File: src/rtl/rv_decode.sv
`default_nettype none
// ============================================================================
//  Module   : rv_decode (with package rv_pkg)
//  Purpose  : RISC-V decode stage. Holds the 32 x 32-bit integer register
//             file (x0 hard-wired to zero), generates the immediate for the
//             instruction in Q101, and registers PC, immediate and both
//             source operands into Q102. Write-back data from Q104 is
//             bypassed combinationally into the source reads.
//  Ports    : clk                 - clock, rising-edge active
//             rst                 - synchronous active-high reset
//             ctrl                - decode control (sources, imm type, ready)
//             pc_Q101H            - PC of the instruction in decode
//             instruction_Q101H   - raw instruction in decode
//             wb_data_Q104H       - write-back data
//             reg_dst_Q104H       - write-back destination register
//             reg_write_en_Q104H  - write-back enable
//             pc_Q102H            - registered PC
//             imm_Q102H           - registered immediate
//             reg_data1_Q102H     - registered rs1 value
//             reg_data2_Q102H     - registered rs2 value
//  Revision : 1.0 - initial release
// ============================================================================

package rv_pkg;

   typedef enum logic [2:0] {
      IMM_I_TYPE = 3'd0,
      IMM_S_TYPE = 3'd1,
      IMM_B_TYPE = 3'd2,
      IMM_U_TYPE = 3'd3,
      IMM_J_TYPE = 3'd4
   } t_imm_type;

   typedef struct packed {
      logic       ready_Q101H;
      logic       ready_Q102H;
      logic [4:0] reg_src1_Q101H;
      logic [4:0] reg_src2_Q101H;
      t_imm_type  sel_imm_type_Q101H;
   } t_decode_ctrl;

endpackage

module rv_decode
   import rv_pkg::*;
(
   input  logic         clk,
   input  logic         rst,
   input  t_decode_ctrl ctrl,
   input  logic [31:0]  pc_Q101H,
   input  logic [31:0]  instruction_Q101H,
   input  logic [31:0]  wb_data_Q104H,
   input  logic [4:0]   reg_dst_Q104H,
   input  logic         reg_write_en_Q104H,
   output logic [31:0]  pc_Q102H,
   output logic [31:0]  imm_Q102H,
   output logic [31:0]  reg_data1_Q102H,
   output logic [31:0]  reg_data2_Q102H
);

   logic [31:0] rf_q [32];
   logic        wr_valid;
   logic [31:0] imm_d;
   logic [31:0] rd1_d;
   logic [31:0] rd2_d;
   logic [31:0] pc_q;
   logic [31:0] imm_q;
   logic [31:0] rd1_q;
   logic [31:0] rd2_q;

   // Upstream handshake is owned by the fetch side; this stage ignores it.
   logic        unused_ready_q101;
   assign unused_ready_q101 = ctrl.ready_Q101H;

   // A write to x0 is never a real write, so it neither updates the file
   // nor triggers the bypass.
   assign wr_valid = reg_write_en_Q104H && (reg_dst_Q104H != 5'd0);

   // Register file: entry 0 is cleared on reset and never written.
   always_ff @(posedge clk) begin
      if (rst) begin
         for (int i = 0; i < 32; i++) begin
            rf_q[i] <= 32'd0;
         end
      end else if (wr_valid) begin
         rf_q[reg_dst_Q104H] <= wb_data_Q104H;
      end
   end

   // Source reads with write-back bypass so a same-edge write reaches Q102.
   always_comb begin
      rd1_d = 32'd0;
      rd2_d = 32'd0;
      if (wr_valid && (reg_dst_Q104H == ctrl.reg_src1_Q101H)) begin
         rd1_d = wb_data_Q104H;
      end else if (ctrl.reg_src1_Q101H != 5'd0) begin
         rd1_d = rf_q[ctrl.reg_src1_Q101H];
      end
      if (wr_valid && (reg_dst_Q104H == ctrl.reg_src2_Q101H)) begin
         rd2_d = wb_data_Q104H;
      end else if (ctrl.reg_src2_Q101H != 5'd0) begin
         rd2_d = rf_q[ctrl.reg_src2_Q101H];
      end
   end

   // Immediate generation.
   always_comb begin
      imm_d = 32'd0;
      case (ctrl.sel_imm_type_Q101H)
         IMM_I_TYPE: imm_d = {{20{instruction_Q101H[31]}}, instruction_Q101H[31:20]};
         IMM_S_TYPE: imm_d = {{20{instruction_Q101H[31]}}, instruction_Q101H[31:25],
                              instruction_Q101H[11:7]};
         IMM_B_TYPE: imm_d = {{19{instruction_Q101H[31]}}, instruction_Q101H[31],
                              instruction_Q101H[7], instruction_Q101H[30:25],
                              instruction_Q101H[11:8], 1'b0};
         IMM_U_TYPE: imm_d = {instruction_Q101H[31:12], 12'd0};
         IMM_J_TYPE: imm_d = {{11{instruction_Q101H[31]}}, instruction_Q101H[31],
                              instruction_Q101H[19:12], instruction_Q101H[20],
                              instruction_Q101H[30:21], 1'b0};
         default:    imm_d = 32'd0;
      endcase
   end

   // Q101 -> Q102 pipeline registers; stall holds the current contents.
   always_ff @(posedge clk) begin
      if (rst) begin
         pc_q  <= 32'd0;
         imm_q <= 32'd0;
         rd1_q <= 32'd0;
         rd2_q <= 32'd0;
      end else if (ctrl.ready_Q102H) begin
         pc_q  <= pc_Q101H;
         imm_q <= imm_d;
         rd1_q <= rd1_d;
         rd2_q <= rd2_d;
      end
   end

   assign pc_Q102H        = pc_q;
   assign imm_Q102H       = imm_q;
   assign reg_data1_Q102H = rd1_q;
   assign reg_data2_Q102H = rd2_q;

endmodule
`default_nettype wire

File: config.mk
export PLATFORM = sky130hd
export DESIGN_NAME = rv_decode
export DESIGN_NICKNAME = d
export VERILOG_FILES = /design/src/rtl/rv_decode.sv
export SDC_FILE = /design/constraint.sdc
export NUM_CORES = 2
export LEC_CHECK = 0
export BUFFER_PORTS_ARGS = -buffer_cell sky130_fd_sc_hd__buf_2
export CORE_MARGIN = 4
export CORE_UTILIZATION = 35
export DETAILED_ROUTE_END_ITERATION = 10
export GPL_TIMING_DRIVEN = 0
export HOLD_SLACK_MARGIN = 0.03
export SETUP_SLACK_MARGIN = 0.4
export SYNTH_ARGS = -nofsm -noshare
export SYNTH_HDL_FRONTEND = slang
export SYNTH_SLANG_ARGS = --single-unit
File: constraint.sdc
create_clock -name clk -period 3.85 [get_ports clk]
set_input_delay 0 -clock clk [delete_from_list [all_inputs] [get_ports clk]]
set_output_delay 0 -clock clk [all_outputs]
set_load 0.01 [all_outputs]
Word level (Yosys, flattened, before mapping)
Memories as Yosys holds them, arrays and structs flattened.
Cells that the tools add are included.
Widths: inputs -> output; s select.

storage, ports and cells
  bits in registers = 128
  RAM bits = 1024
  output and inout port bits = 128
  logic and storage cells = 32
  memories = 1

operators by class
  equal/unequal tests = 6
  mux-type cells = 13
  reduce and logical (&&, ||, !) cells = 8

memories
  memory  depth  width  read ports  clocked after memory_dff  wr ports  RTL line  text
  rf_q    32     32     2           0                         32        61        logic [31:0] rf_q [32];

operators with widths
  cell                count
  $mux 32             5
  $pmux 32 s5         1
  $reduce_or 32->1    1
  $reduce_bool 5->1   3
  $eq 5x5->1          2
  $eq 3x2->1 const B  2
  $mux 1              6
  $mux 5              1
  $eq 3x1->1 const B  1
  $eq 3x3->1 const B  1
  $logic_and 1x1->1   3
  $logic_not 3->1     1

Longest topological paths before layout
  depth in word-level cells = 7
  gate-level depth with buffers = 10
  depth with buffers taken out = 5

Worst setup path before layout
OpenSTA, ideal clock, no wires.

  path kind = input to register
  from = in ctrl[8] (netlist bit)
  to = reg rd1_q[10], in the netlist reg_data1_Q102H[10]
  setup time = 0.120 ns
  arrival time = 1.947 ns
  required time = 3.730 ns
  slack = 1.784 ns
  stages on the path = 5
  cell sequence = buf_2 clkbuf_1 mux4_2 mux4_2 a211o_1

between the ends
  longest elaborated chain between the ends = 3
  elaborated cells on any way between the ends = 6
  classes of those cells = 1 x eq/ne; 2 x mux; 2 x reduce/logical; 1 x memory

ends and longest elaborated chain
  item                                                 RTL line  text
  from (decl)                                          49        input t_decode_ctrl ctrl,
  $mem_v2 32x32, or another cell as far along          --
  $mux 32 / $logic_and 1x1->1 (equally long branches)  96, 94
  $mux 32 (*)                                          94        if (wr_valid && (reg_dst_Q104H == ctrl.reg_src1_Q101H)) begin
  to (signal assigned)                                 134       rd1_q <= rd1_d;
  to (decl)                                            68        logic [31:0] rd1_q;

Mark *: on every way between the ends. The rest lies on a longest branch, timed or not.
A chain may end at the register's enable or synchronous reset.

==> flow_metrics.py <==
metrics = {
    "routing": {
        "drc": 0,
        "finalWirelength_mm": 219.3,
        "ant_nets": 0,
        "wl_per_cell_um": 33.20,
        "dr.pass1.iters": 8,
        "drtIter0Drc": 5089,
        "vias": 38860,
        "vias_per_cell": 5.882,
    },
    "global_route": {
        "grt_overflow": 0,
        "grt_pass1_wl_mm": 302.9,
        "grt_max_degree": 33,
        "grt_pass1_vias": 39210,
        "antenna_found_initial": 9,
        "gr-usage-all-layers_pct": 24.90,
    },
    "yosys": {
        "netlist_instances": 3773,
        "synthTopCellsByArea": "edfxtp_1 (53%), mux4_2 (22%), and2_1 (11%), dfxtp_1 (4.4%), clkbuf_1 (2.0%)",
        "synth_edf_count": 1024,
        "synth_top_flop_cell": "edfxtp_1",
        "ys_warn_count": 0,
        "yosysTopAreaCellShare_pct": 52.61,
        "avgSynthCellArea_um2": 15.49,
        "synth-seq-area-share_pct": 57.00,
        "yosysUniqueCellTypes": 45,
        "synth_top_area_cell": "edfxtp_1",
        "syn_area_um2": 58440,
        "async_reset_ff_share_pct": 0,
        "synth-seq-cells": 1152,
    },
    "clocking": {
        "htree_levels": 3,
        "ctsRootBufferMaster": "clkbuf_16",
        "cts_buffer_depth": 3,
        "cts.sinks": 1152,
        "cts.clk_slew.worst_paths_ns": 0.06,
        "cts_buffers": 121,
        "tritoncts": "built",
        "insertion_delay_ns": 0.79,
    },
    "floorplanning": {
        "ioPinCount": 247,
        "rows": 149,
        "fp.coreArea_um2": 165500,
        "fp.dieH_um": 416.6,
        "fp.dieArea_um2": 173600,
        "fp.dieW_um": 416.6,
        "initial_utilization_pct": 35.30,
    },
    "critical_path": {
        "worst-setup-path-type": "in2reg",
        "slowest_stage": "or2_2",
        "reg2regPathDepth": 5,
        "slowest_delay_ns": 1.14,
        "cpLargestDelayFamily": "simple AND/OR/NAND/NOR gates",
        "arrival_ns": 3.30,
        "path_cells": "buf_2 > clkbuf_1 > nor2b_1 > nand3_1 > nor2_1 > or2_2",
        "startpoint_type": "input pin",
        "end_kind": "register",
        "cp.required_ns": 4.20,
        "path_buf_inv": 2,
        "critPathMaxFanout": 32,
        "path_depth": 6,
    },
    "power_and_ir_drop": {
        "ir_worst_vdd_v": 0.0004035,
        "power.density_nw_per_um2": 455.4,
        "leakage_nw": 23.82,
    },
    "cells_and_area": {
        "drive_above_1_share_pct": 25.05,
        "syn_to_final_growth_pct": 16.57,
        "fin_nets": 4422,
        "design_area_um2": 68130,
    },
    "sta": {
        "finalSetupViolations": 0,
        "period_minus_slack_ns": 2.956,
        "hold_viol": 0,
        "relSlewSlack_pct": -9.688,
        "rsz0062_at_grt": "false",
        "holdWs_ns": 0.09420,
        "finalMaxSlewViolations": 66,
        "fmax_mhz": 338.3,
        "fin_setup_tns_ns": 0,
        "skew_ns": 0.04272,
        "final.period_utilization_pct": 76.78,
        "worst_pin_slew_ns": 1.645,
    },
    "status": {
        "violations": "max-capacitance violations, max-slew violations",
        "status": "finished with violations",
    },
    "placed_design": {
        "postPlaceCellArea_um2": 62460,
        "gp_congestion": 0.9757,
        "post-dp-hpwl_mm": 153.3,
        "portBuffers": 230,
    },
    "hold_path": {
        "holdPathStages": 4,
        "hold_path_class": "in2reg",
    },
    "run": {
        "maxCapViolations": 7,
    },
}
==> where the power goes <==
part	total [W]	switching [W]	internal, W
Combinational	0.00371	0.00215	0.00156
Sequential	0.0148	0.000437	0.0143
Clock	0.0126	0.00531	0.00725
Total	0.0310	0.00790	0.0231
==> cell usage after synthesis (5+ instances only) <==
| cell type | number |
|---|---|
| edfxtp_1 | 1024 |
| and2_1 | 993 |
| mux4_2 | 573 |
| clkbuf_1 | 308 |
| dfxtp_1 | 128 |
| a22oi_1 | 119 |
| nor2_1 | 99 |
| a21oi_1 | 95 |
| a22o_1 | 71 |
| buf_2 | 64 |
| a211o_1 | 55 |
| mux2i_1 | 47 |
| or2_2 | 31 |
| nor2b_1 | 27 |
| buf_1 | 23 |
| nand2b_1 | 14 |
| o211ai_1 | 13 |
| nand2_1 | 12 |
| nor3_1 | 10 |
| xnor2_1 | 10 |
| nand3_1 | 9 |
| buf_4 | 6 |
| o21ai_0 | 6 |
| nand3b_1 | 5 |
==> layout make-up <==
type / instances / area, um2
diodes: 5 / 12.51
plain buffers: 404 / 1650
clock buffers: 163 / 3319
clock inverters: 69 / 848.3
fillers: 15210 / 97420
inverters: 3 / 11.26
multi-input cells: 2245 / 23610
flip-flops and latches: 1152 / 33310
well taps: 2189 / 2739
repair buffers: 376 / 2628
==> cell families (layout without fill, tap and decap cells) <==
logic type	Yosys count	after routing	share of synthesized area (%)
other cells	1	37	0.006416
simple gates	1213	1213	12.50
flops	1152	1152	57.00
compound gates	369	369	4.609
mux	621	621	22.91
buf+inv	407	1015	2.828
xor+xnor	10	10	0.1499
==> worst register-to-register path, cell delays in order (launching register included) <==
cell           delay (ns)
edfxtp_1             0.39
mux4_2               0.47
mux2_2               0.28
o311ai_0             0.26
o21ai_0              0.11
dlygate4sd3_1        0.55
==> registers in the layout (all words and copies together), names as in the netlist <==
name,count
rf_q,1024
imm_Q102H,32
pc_Q102H,32
reg_data1_Q102H,32
reg_data2_Q102H,32
==> worst paths after layout <==
kind	end	startpoint	slack, ns
worst max-delay path	rf_q[15][8]	rst	0.89
worst min-delay path	imm_Q102H[27]	instruction_Q101H[27]	0.09
worst max register to register	reg_data2_Q102H[30]	rf_q[23][30]	1.66
worst min register to register	imm_Q102H[16]	imm_Q102H[16]	0.48
==> stage by stage <==
step           worst slack (ns)  instances  utilization [%]  total power [W]
6_report                 0.8941       6606            41.15          0.03103
5_1_grt                  0.9744       6601            41.15          0.03177
4_1_cts                  0.9297       6599            41.12          0.03098
3_5_place_dp             0.1122       6223            37.73          0.01853
3_3_place_gp            0.03629       6223            37.72          0.01845
2_1_floorplan             1.784       3804                -          0.01690
==> per-layer routing <==
layer | global-route usage [%] | vias to the layer above | share of wire, %
met5 | 0 | - | 0.0041
met4 | 15.03 | 2 | 7.5
met3 | 6.258 | 564 | 10
met2 | 38.93 | 2432 | 46
met1 | 31.28 | 20220 | 37
li1 | - | 15640 | -
==> what timing repair did <==
item | 4_1_cts | 5_1_grt
hold endpoints to repair | 736 | 0
setup buffers | 0 | 0
gates resized for setup | 0 | 0
hold buffers | 144 | 0
==> cell usage in the layout (no fill, tap or decap), drive strengths merged, types with 3 or more instances in the layout <==
cell / count
nor2: 99
clkinvlp: 8
nor3: 10
nand2: 12
nand3b: 5
and2: 994
dfxtp: 128
nand2b: 14
clkbuf: 471
or2: 32
edfxtp: 1024
nor2b: 27
o211ai: 13
nand3: 9
a22oi: 119
xnor2: 10
conb: 32
inv: 5
diode: 5
a22o: 71
mux4: 573
o311ai: 4
dlygate4sd3: 144
clkinv: 41
bufinv: 18
or3: 3
o21ai: 6
mux2i: 47
buf: 328
a21oi: 95
a211o: 55
(Power assumes the default switching activity.)
